--- config.mk ---
export PLATFORM = sky130hd
export DESIGN_NAME = charge_arbiter
export DESIGN_NICKNAME = d
export VERILOG_FILES = /design/src/rtl/charge_arbiter.sv
export SDC_FILE = /design/constraint.sdc
export NUM_CORES = 1
export LEC_CHECK = 0
export CAP_MARGIN = 20
export CORE_MARGIN = 5
export CORE_UTILIZATION = 30
export CTS_BUF_LIST = sky130_fd_sc_hd__clkbuf_8
export CTS_CLUSTER_DIAMETER = 100
export DETAILED_ROUTE_END_ITERATION = 8
export PLACE_DENSITY_LB_ADDON = 0.15
export SYNTH_ARGS = -nofsm -noshare
export SYNTH_HDL_FRONTEND = slang
export SYNTH_SLANG_ARGS = --single-unit
--- constraint.sdc ---
create_clock -name clk -period 2.95 [get_ports clk]
set_clock_uncertainty 0.05 [all_clocks]
set_input_delay 0.59 -clock clk [delete_from_list [all_inputs] [get_ports clk]]
set_output_delay 0.59 -clock clk [all_outputs]
set_load 0.005 [all_outputs]
--- src/rtl/charge_arbiter.sv ---
// Two-bay charger arbiter: round-robin grant, unit metering with saturation,
// and a one-cycle billing pulse at the end of every session.
module charge_arbiter #(
  parameter int unsigned MAX_UNITS = 9
) (
  input  logic       clk,
  input  logic       reset,
  input  logic [1:0] req,
  input  logic [1:0] fast,
  input  logic [1:0] cancel,
  input  logic       unit_tick,
  output logic [1:0] grant,
  output logic       busy,
  output logic [3:0] units,
  output logic [4:0] fee,
  output logic       done,
  output logic       done_bay,
  output logic [1:0] state
);

  typedef enum logic [1:0] {
    StIdle   = 2'b00,
    StCharge = 2'b01,
    StBill   = 2'b10
  } state_e;

  localparam logic [3:0] MaxUnits = 4'(MAX_UNITS);

  state_e     state_q, state_d;
  logic       bay_q, bay_d;     // granted bay index
  logic       rr_q, rr_d;       // bay preferred when both request
  logic       mode_q, mode_d;   // 1 = fast tariff for the current session
  logic [3:0] units_q, units_d;
  logic [4:0] fee_q, fee_d;
  logic [3:0] units_inc;
  logic       session_end;

  // Fast tariff charges half a unit extra per unit, rounded down.
  function automatic logic [4:0] bill_fee(input logic m, input logic [3:0] u);
    return m ? (5'(u) + 5'(u >> 1)) : 5'(u);
  endfunction

  // Next-state: arbitration in idle, metering in charge, single-cycle bill.
  always_comb begin
    state_d     = state_q;
    bay_d       = bay_q;
    rr_d        = rr_q;
    mode_d      = mode_q;
    units_d     = units_q;
    fee_d       = fee_q;
    units_inc   = (units_q == MaxUnits) ? units_q : units_q + 4'd1;
    // Only the granted bay can end its own session.
    session_end = cancel[bay_q] | ~req[bay_q];
    unique case (state_q)
      StIdle: begin
        if (|req) begin
          bay_d   = (&req) ? rr_q : req[1];
          rr_d    = ~bay_d;
          mode_d  = fast[bay_d];
          units_d = '0;
          state_d = StCharge;
        end
      end
      StCharge: begin
        // Cancel / request drop beats a coincident tick.
        if (session_end) begin
          fee_d   = bill_fee(mode_q, units_q);
          state_d = StBill;
        end else if (unit_tick) begin
          units_d = units_inc;
          if (units_inc == MaxUnits) begin
            fee_d   = bill_fee(mode_q, units_inc);
            state_d = StBill;
          end
        end
      end
      StBill: begin
        state_d = StIdle;
      end
      default: begin
        state_d = StIdle;
      end
    endcase
  end

  // State registers, cleared asynchronously so a reset aborts any session.
  always_ff @(posedge clk or posedge reset) begin
    if (reset) begin
      state_q <= StIdle;
      bay_q   <= 1'b0;
      rr_q    <= 1'b0;
      mode_q  <= 1'b0;
      units_q <= '0;
      fee_q   <= '0;
    end else begin
      state_q <= state_d;
      bay_q   <= bay_d;
      rr_q    <= rr_d;
      mode_q  <= mode_d;
      units_q <= units_d;
      fee_q   <= fee_d;
    end
  end

  assign state    = state_q;
  assign busy     = (state_q == StCharge);
  assign done     = (state_q == StBill);
  assign grant    = busy ? (bay_q ? 2'b10 : 2'b01) : 2'b00;
  assign done_bay = done & bay_q;
  assign units    = units_q;
  assign fee      = fee_q;

endmodule

After elaboration in Yosys (flattened, before gate mapping):

Index checks and enable logic that the tools add are counted.

* register bits after elaboration: 14
* input bits: 9
* logic and storage cells: 58

* add/subtract/negate cells: 3
* order comparisons: 2
* eq/ne operators: 9
* muxes and demuxes: 24
* bitwise logic cells: 4
* reduce and logical (&&, ||, !) cells: 10

Operators with widths (count)
* $mux W5: 5
* $mux W4: 4
* $mux W2: 6
* $add A4 B3 Y5: 2
* $eq A4 B4 Y1 const B: 2
* $pmux W4 S2: 1
* $mux W1: 7
* $ne A2 B2 Y1 const B: 3
* $reduce_and A3 Y1: 2
* $reduce_bool A2 Y1: 3
* $add A4 B1 Y4 const B: 1
* $lt A1 B2 Y1 const B: 2
* $pmux W2 S2: 1
* $reduce_and A2 Y1: 2
* $reduce_and A4 Y1: 1
* $ne A3 B1 Y1 const B: 1
* $ne A3 B2 Y1 const B: 1
* $eq A2 B1 Y1 const B: 1
* $eq A2 B2 Y1 const B: 1
* $logic_not A2 Y1: 1
* $not A1 Y1: 2
* $reduce_or A2 Y1: 1
* $and A1 B1 Y1: 1
* $or A1 B1 Y1: 1

Longest topological paths before layout:

Gate-level depths: netlist of run 1.

* depth in word-level cells: 7
* mapped depth: 13

Worst setup path before layout of run 1:

OpenSTA, ideal clock, no wires.

* path type: reg2reg
* start: reg units_q[2], in the netlist units[2]
* end: reg fee_q[1], in the netlist fee[1]
* arrival: 2.737 ns
* data required time: 2.775 ns
* path slack: 0.038 ns
* cell stages (with the launch flop): 12
* path buffers: 0
* cells stage by stage: dfrtp_1 > inv_1 > ha_1 > nand2_2 > and2_1 > nor2_1 > ha_1 > inv_1 > fa_1 > inv_1 > mux4_2 > mux2_4

* cells in the longest elaborated chain, start to end: 7

RTL lines
* from (decl): RTL line 33 `logic [3:0] units_q, units_d;`
* from (signal assigned): RTL line 100 `units_q <= units_d;`
* $add A4 B1 Y4 / $eq A4 B4 Y1 (equally long branches): RTL line 51 `units_inc = (units_q == MaxUnits) ? units_q : units_q + 4'd1;`
* $mux W4: RTL line 51
* $add A4 B3 Y5: RTL line 40 `return m ? (5'(u) + 5'(u >> 1)) : 5'(u);`
* $mux W5: RTL line 40
* $mux W5: RTL line 71 `if (units_inc == MaxUnits) begin`
* $mux W5: RTL line 69 `end else if (unit_tick) begin`
* $mux W5: RTL line 66 `if (session_end) begin`
* to (signal assigned): RTL line 94 `fee_q <= '0;`
* to (signal assigned): RTL line 101 `fee_q <= fee_d;`
* to (decl): RTL line 34 `logic [4:0] fee_q, fee_d;`

Several ways; a longest one is shown, not always the timed one. The select of a mux whose other input is x is not followed.
A chain may end at the register's enable or synchronous reset.

Final worst setup path of run 1:

Ends and elaborated chain as after synthesis.

==> results of run 1 <==
## path summary, 6_finish.rpt
path,from,end,slack (ps),cells after the start
worst min register to register,fee[2]$_DFFE_PP0P_,fee[2]$_DFFE_PP0P_,460,1
worst max-delay path,units[2]$_DFFE_PP0P_,fee[1]$_DFFE_PP0P_,190,11
worst max register to register,units[2]$_DFFE_PP0P_,fee[1]$_DFFE_PP0P_,190,11
worst min-delay path,fee[2]$_DFFE_PP0P_,fee[2]$_DFFE_PP0P_,460,1
min in group asynchronous,reset,fee[0]$_DFFE_PP0P_,640,2
max in group asynchronous,reset,units[3]$_DFFE_PP0P_,1840,2
## layout by cell type (no fill, tap or decap), types with 2 or more instances in the layout
cell / count
ha_1: 10
nor2_1: 7
nor2b_1: 2
buf_4: 7
and2_1: 3
nand2_1: 5
dfrtp_1: 14
clkdlybuf4s50_1: 24
fa_1: 2
a32o_1: 2
mux2_4: 4
nor3_1: 2
a31oi_1: 2
xnor2_1: 3
a21oi_1: 8
inv_1: 10
nand3_1: 3
o21ai_0: 10
clkbuf_8: 3
xor2_1: 3
## per-layer routing
| layer | routed length, um | vias to the layer above | GRT usage [%] |
|---|---|---|---|
| met5 | 0 | - | 0 |
| met4 | 25 | 0 | 2.05 |
| met3 | 134 | 4 | 3.31 |
| met2 | 1410 | 25 | 19.3 |
| met1 | 1410 | 484 | 15.9 |
| li1 | - | 485 | - |
## through the flow
step	instances	power (mW)	utilization (%)
after floorplan	117	0.811	-
after global routing	197	1.41	41.9
final	197	1.30	41.9
after CTS	197	1.31	41.8
after detailed placement	194	1.15	40.7
after global placement	194	1.13	40.7
## cell type report
class                           instances  area (um2)  area share, %
Timing Repair Buffer                   31         293           18.7
Clock buffer                            3        41.3           2.63
Sequential cell                        14         350           22.3
Tap cell                               48        60.1           3.83
Multi-Input combinational cell         91         786           50.1
Inverter                               10        37.5           2.39
## logic make-up after synthesis
logic type	after synthesis	share of synthesized area, %
AOI/OAI and AO/OA	32	19.2
adders and majority gates	12	14.0
xor gates and xnor gates	8	8.16
DFF	14	29.7
and+or+nand+nor	32	16.2
buffers and inverters	12	4.03
muxes	7	8.79
## timing repair
item,CTS,global route
gates resized for setup,0,1
endpoints found under the setup margin,0,2
hold endpoints to repair,0,0
## flip-flops by register name, summed over array words and instances, names as in the netlist
name    flops
bay_q       1
state       2
mode_q      1
fee         5
rr_q        1
units       4
## power groups by stage
stage	logic, mW	registers [mW]	clock network, mW
floorplan	0.464	0.348	0
global placement	0.775	0.359	0
detailed placement	0.787	0.361	0
CTS	0.792	0.358	0.161
global route	0.870	0.368	0.168
finish	0.787	0.356	0.154
## worst register-to-register path, cell delays in order, from the launching register on
cell and delay [ps]:
dfrtp_1 370, inv_1 90, ha_1 200, nand2_2 100
and2_1 190, nor2_2 170, ha_1 200, inv_1 50
fa_1 470, inv_1 40, mux4_2 460, mux2_4 260
==> results.toml, run 1 <==
[outcome]
status = "finished clean"

[logic_synthesis]
synth.area.top_cells = "dfrtp_1, ha_1, mux2_4"
yosysTopAreaCell = "dfrtp_1"
syn_nets = 138
ys_dominant_reg_cell = "dfrtp_1"
yosysTopAreaCellShare_pct = 29.7
synth_edf_count = 0
synth_commonest_cells = "dfrtp_1, ha_1, inv_1, o21ai_0"
ys_seq_area_share_pct = 29.7
yosysWarnings = 0
syn_area_mm2 = 0.00118
synthArstFlopShare_pct = 100
synth.distinct_cells = 42
synth_seq_cells = 14
syn_area_per_cell_um2 = 10.1
synth.most_common_cell = "dfrtp_1"
synth_cells = 117

[layout]
diodes = 0
fin_nets = 172
drive_gt1_share_pct = 18.8
nFillCells = 394
postLayoutCellArea_mm2 = 0.00157
syn_to_final_growth_pct = 32.7

[critical_path]
critPathCaptureType = "register"
worstPathRequired_ps = 3030
critPathMaxStageDelay_ps = 470
crit_slowest_cell = "fa_1"
crit_arrival_ps = 2840
cp_top_family = "adder cells"
start_kind = "register"
crit_chain = "inv_1 > ha_1 > nand2_2 > and2_1 > nor2_2 > ha_1 > inv_1 > fa_1 > inv_1 > mux4_2 > mux2_4"
crit_fanout = 6
cp_common_cell = "inv_1"
path_buf_inv = 3
worst-setup-path-type = "register to register"

[sta]
postLayoutSetupSlackWorst_ps = 185
fmax_mhz = 362
period_share_pct = 93.7
hold_ws_ps = 463
hold_viol_final = 0
tightest_slew_ps = 553
drv_slew = 0
timing.final.crit_period_ps = 2760
slew_headroom_pct = 63.1
setup_viol = 0
tns_ps = 0
rsz0062_at_grt = "no"

[power]
p_sw_share_pct = 40.1
irDropWorstVdd_v = 0.000419
internal_power_mw = 0.776
seqPwrFrac_pct = 27.5
p_switching_mw = 0.520
p_leak_nw = 0.692
p_clk_share_pct = 11.8
power_density_mw_per_mm2 = 827
pwr-share-comb_pct = 60.7

[hold_path]
min_path_type = "register to register"

[grt]
grt_pass1_wl_mm = 4.89
grt_pass1_vias = 976
grt_max_degree = 15
track_usage_pct = 11.9
antenna_found_initial = 0
grt_overflow = 0

[routing]
viasPerCell = 5.07
wire_per_inst_um = 15.1
postRouteAntennaNets = 0
drc_errors = 0
drt-total-wl_mm = 2.97
drt_iter0_drc = 27
via_count = 998
first_pass_iters = 4

[place]
routabilityCongestion = 0.791
place_hpwl_mm = 2.44
placed_cell_area_mm2 = 0.00152
preCtsSetupSlack_ps = 89.1
portBuffers = 24

[clock_tree]
cts_setup_buffers = 0
clock_path_buffers = 2
clk_pin_slew_worst_paths_ps = 60
cts_made_buffers = 3
cts-root-buf = "clkbuf_8"
cts_tree = "done"
h-tree-depth = 1
cts_num_sinks = 14
holdBufCountCts = 0
insertion_delay_ps = 240

[job]
drv_cap = 0

[die]
dieArea_mm2 = 0.00529
start_util_pct = 31.6
die_h_um = 72.7
core_mm2 = 0.00374
io_pins = 25
die_x_um = 72.7
rows = 22
No activity file was read; power rests on OpenSTA's default activity.
==> run 2, diff against run 1 <==
--- a/config.mk
+++ b/config.mk
@@ -5,12 +5,13 @@
 export SDC_FILE = /design/constraint.sdc
 export NUM_CORES = 1
 export LEC_CHECK = 0
-export CAP_MARGIN = 20
-export CORE_MARGIN = 5
+export CAP_MARGIN = 10
+export CORE_MARGIN = 4
 export CORE_UTILIZATION = 30
 export CTS_BUF_LIST = sky130_fd_sc_hd__clkbuf_8
 export CTS_CLUSTER_DIAMETER = 100
 export DETAILED_ROUTE_END_ITERATION = 8
+export HOLD_SLACK_MARGIN = 0.02
 export PLACE_DENSITY_LB_ADDON = 0.15
 export SYNTH_ARGS = -nofsm -noshare
 export SYNTH_HDL_FRONTEND = slang
==> run 2 against run 1 <==
Wire length fell by 0.24%. Combinational power barely moved. Count of clock-buffer cells in the layout rose by 1. Die area fell by 5.4%. Core utilization rose by 0.17 points. Global-route usage rose by 0.40 points. Worst hold slack got worse by 3.4 ps. Via count rose by 0.40%. Clock power rose by 21%. Worst setup slack got worse by 5.7 ps. Flip-flop and latch count did not move. Critical path type unchanged. Critical endpoint unchanged. Largest power group unchanged.
==> results.toml, run 2 (synthesis results as in run 1) <==
[sta]
timing.final.crit_period_ps = 2770
rsz0062_at_grt = "no"
drv_slew = 0
setup_viol = 0
fmax_mhz = 361
hold_viol_final = 0
slew_headroom_pct = 63.2
tns_ps = 0
tightest_slew_ps = 551
period_share_pct = 93.9
postLayoutSetupSlackWorst_ps = 179

[routing]
drt_iter0_drc = 39
postRouteAntennaNets = 0
via_count = 1002
first_pass_iters = 4
viasPerCell = 5.09
drt-total-wl_mm = 2.97
drc_errors = 0
wire_per_inst_um = 15.1

[die]
die_x_um = 70.7
start_util_pct = 31.6
dieArea_mm2 = 0.00500
die_h_um = 70.7
rows = 22
core_mm2 = 0.00374
io_pins = 25

[layout]
most-common-layout-cells = "clkdlybuf4s50_1, dfrtp_1, o21ai_0, inv_1, ha_1"
syn_to_final_growth_pct = 33.3
drive_gt1_share_pct = 18.8
fin_nets = 171
diodes = 0
largest_reg_flops = 5
final_core_util_pct = 42.0
final_common_cell = "clkdlybuf4s50_1"
final_cells = 197

[grt]
track_usage_pct = 12.3
grt_max_degree = 15
grt_pass1_vias = 1064
grt_pass1_wl_mm = 4.97
grt_overflow = 0
antenna_found_initial = 0

[critical_path]
crit_arrival_ps = 2850
worstPathRequired_ps = 3030
start_kind = "register"
worst-setup-path-type = "register to register"
critPathCaptureType = "register"
crit_fanout = 6

[clock_tree]
h-tree-depth = 1
cts-root-buf = "clkbuf_8"
cts_made_buffers = 3
clk_pin_slew_worst_paths_ps = 60
holdBufCountCts = 0
insertion_delay_ps = 250
cts_num_sinks = 14
cts_tree = "done"
clock_path_buffers = 2

[place]
dp_cells = 193
routabilityCongestion = 0.848
preCtsSetupSlack_ps = 125
portBuffers = 24
place_hpwl_mm = 2.41

[power]
p_leak_nw = 0.695
power_density_mw_per_mm2 = 848
irDropWorstVdd_v = 0.000446

[job]
drv_cap = 0

[hold_path]
min_path_type = "register to register"

[outcome]
status = "finished clean"
[run 2: cell types whose count changed in the layout (fill, tap and decap cells not counted)]
cell      previous run  this run
buf_4                7         6
clkbuf_8             3         4
[run 2: power by group]
part / internal [mW] / leakage [nW] / switching (mW)
combinational: 0.417 / 0.486 / 0.372
sequential: 0.270 / 0.180 / 0.0895
clock: 0.118 / 0.0288 / 0.0679
[run 2: cell type report]
class	instances	area, um2
clock buffer	4	55.1
fill	387	2170
inverter	10	37.5
multi-input combinational	91	786
sequential	14	350
tap	48	60.1
timing repair buffer	30	285
[run 2: metrics by stage]
step	power, mW	hold WS [ps]	cell area, um2
6_report	1.33	460	1570
3_5_place_dp	1.15	455	1520
2_1_floorplan	0.811	429	1180
4_1_cts	1.35	468	1570
3_3_place_gp	1.13	445	1520
5_1_grt	1.44	482	1570
[run 2: worst paths after layout]
kind,startpoint,end,slack [ps],cells past startpoint
setup / recovery,units[1]$_DFFE_PP0P_,fee[1]$_DFFE_PP0P_,180,11
hold / removal,fee[1]$_DFFE_PP0P_,fee[1]$_DFFE_PP0P_,460,1
setup reg to reg,units[1]$_DFFE_PP0P_,fee[1]$_DFFE_PP0P_,180,11
hold reg to reg,fee[1]$_DFFE_PP0P_,fee[1]$_DFFE_PP0P_,460,1
max in group asynchronous,reset,fee[4]$_DFFE_PP0P_,1840,2
min in group asynchronous,reset,rr_q$_DFFE_PP0P_,640,2
[run 2: what timing repair did]
item                                    CTS  global route
hold endpoints to repair                  0             0
endpoints found under the setup margin    0             1
gates resized for setup                   0             1
buffers inserted                          0             0
[run 2: routing by layer]
| layer | vias up | track usage [%] | share of wire [%] |
|---|---|---|---|
| met5 | - | 0 | 0 |
| met4 | 0 | 1.88 | 0.27 |
| met3 | 2 | 3.13 | 3.3 |
| met2 | 20 | 21.0 | 49 |
| met1 | 492 | 15.9 | 47 |
| li1 | 488 | - | - |
[run 2: critical path: stages, from the launching register on]
cell and delay, ps:
dfrtp_1 380, inv_1 60, ha_1 220, nand2_2 120
and2_1 190, nor2_2 160, ha_1 190, inv_1 60
fa_1 480, inv_1 40, mux4_2 450, mux2_4 260
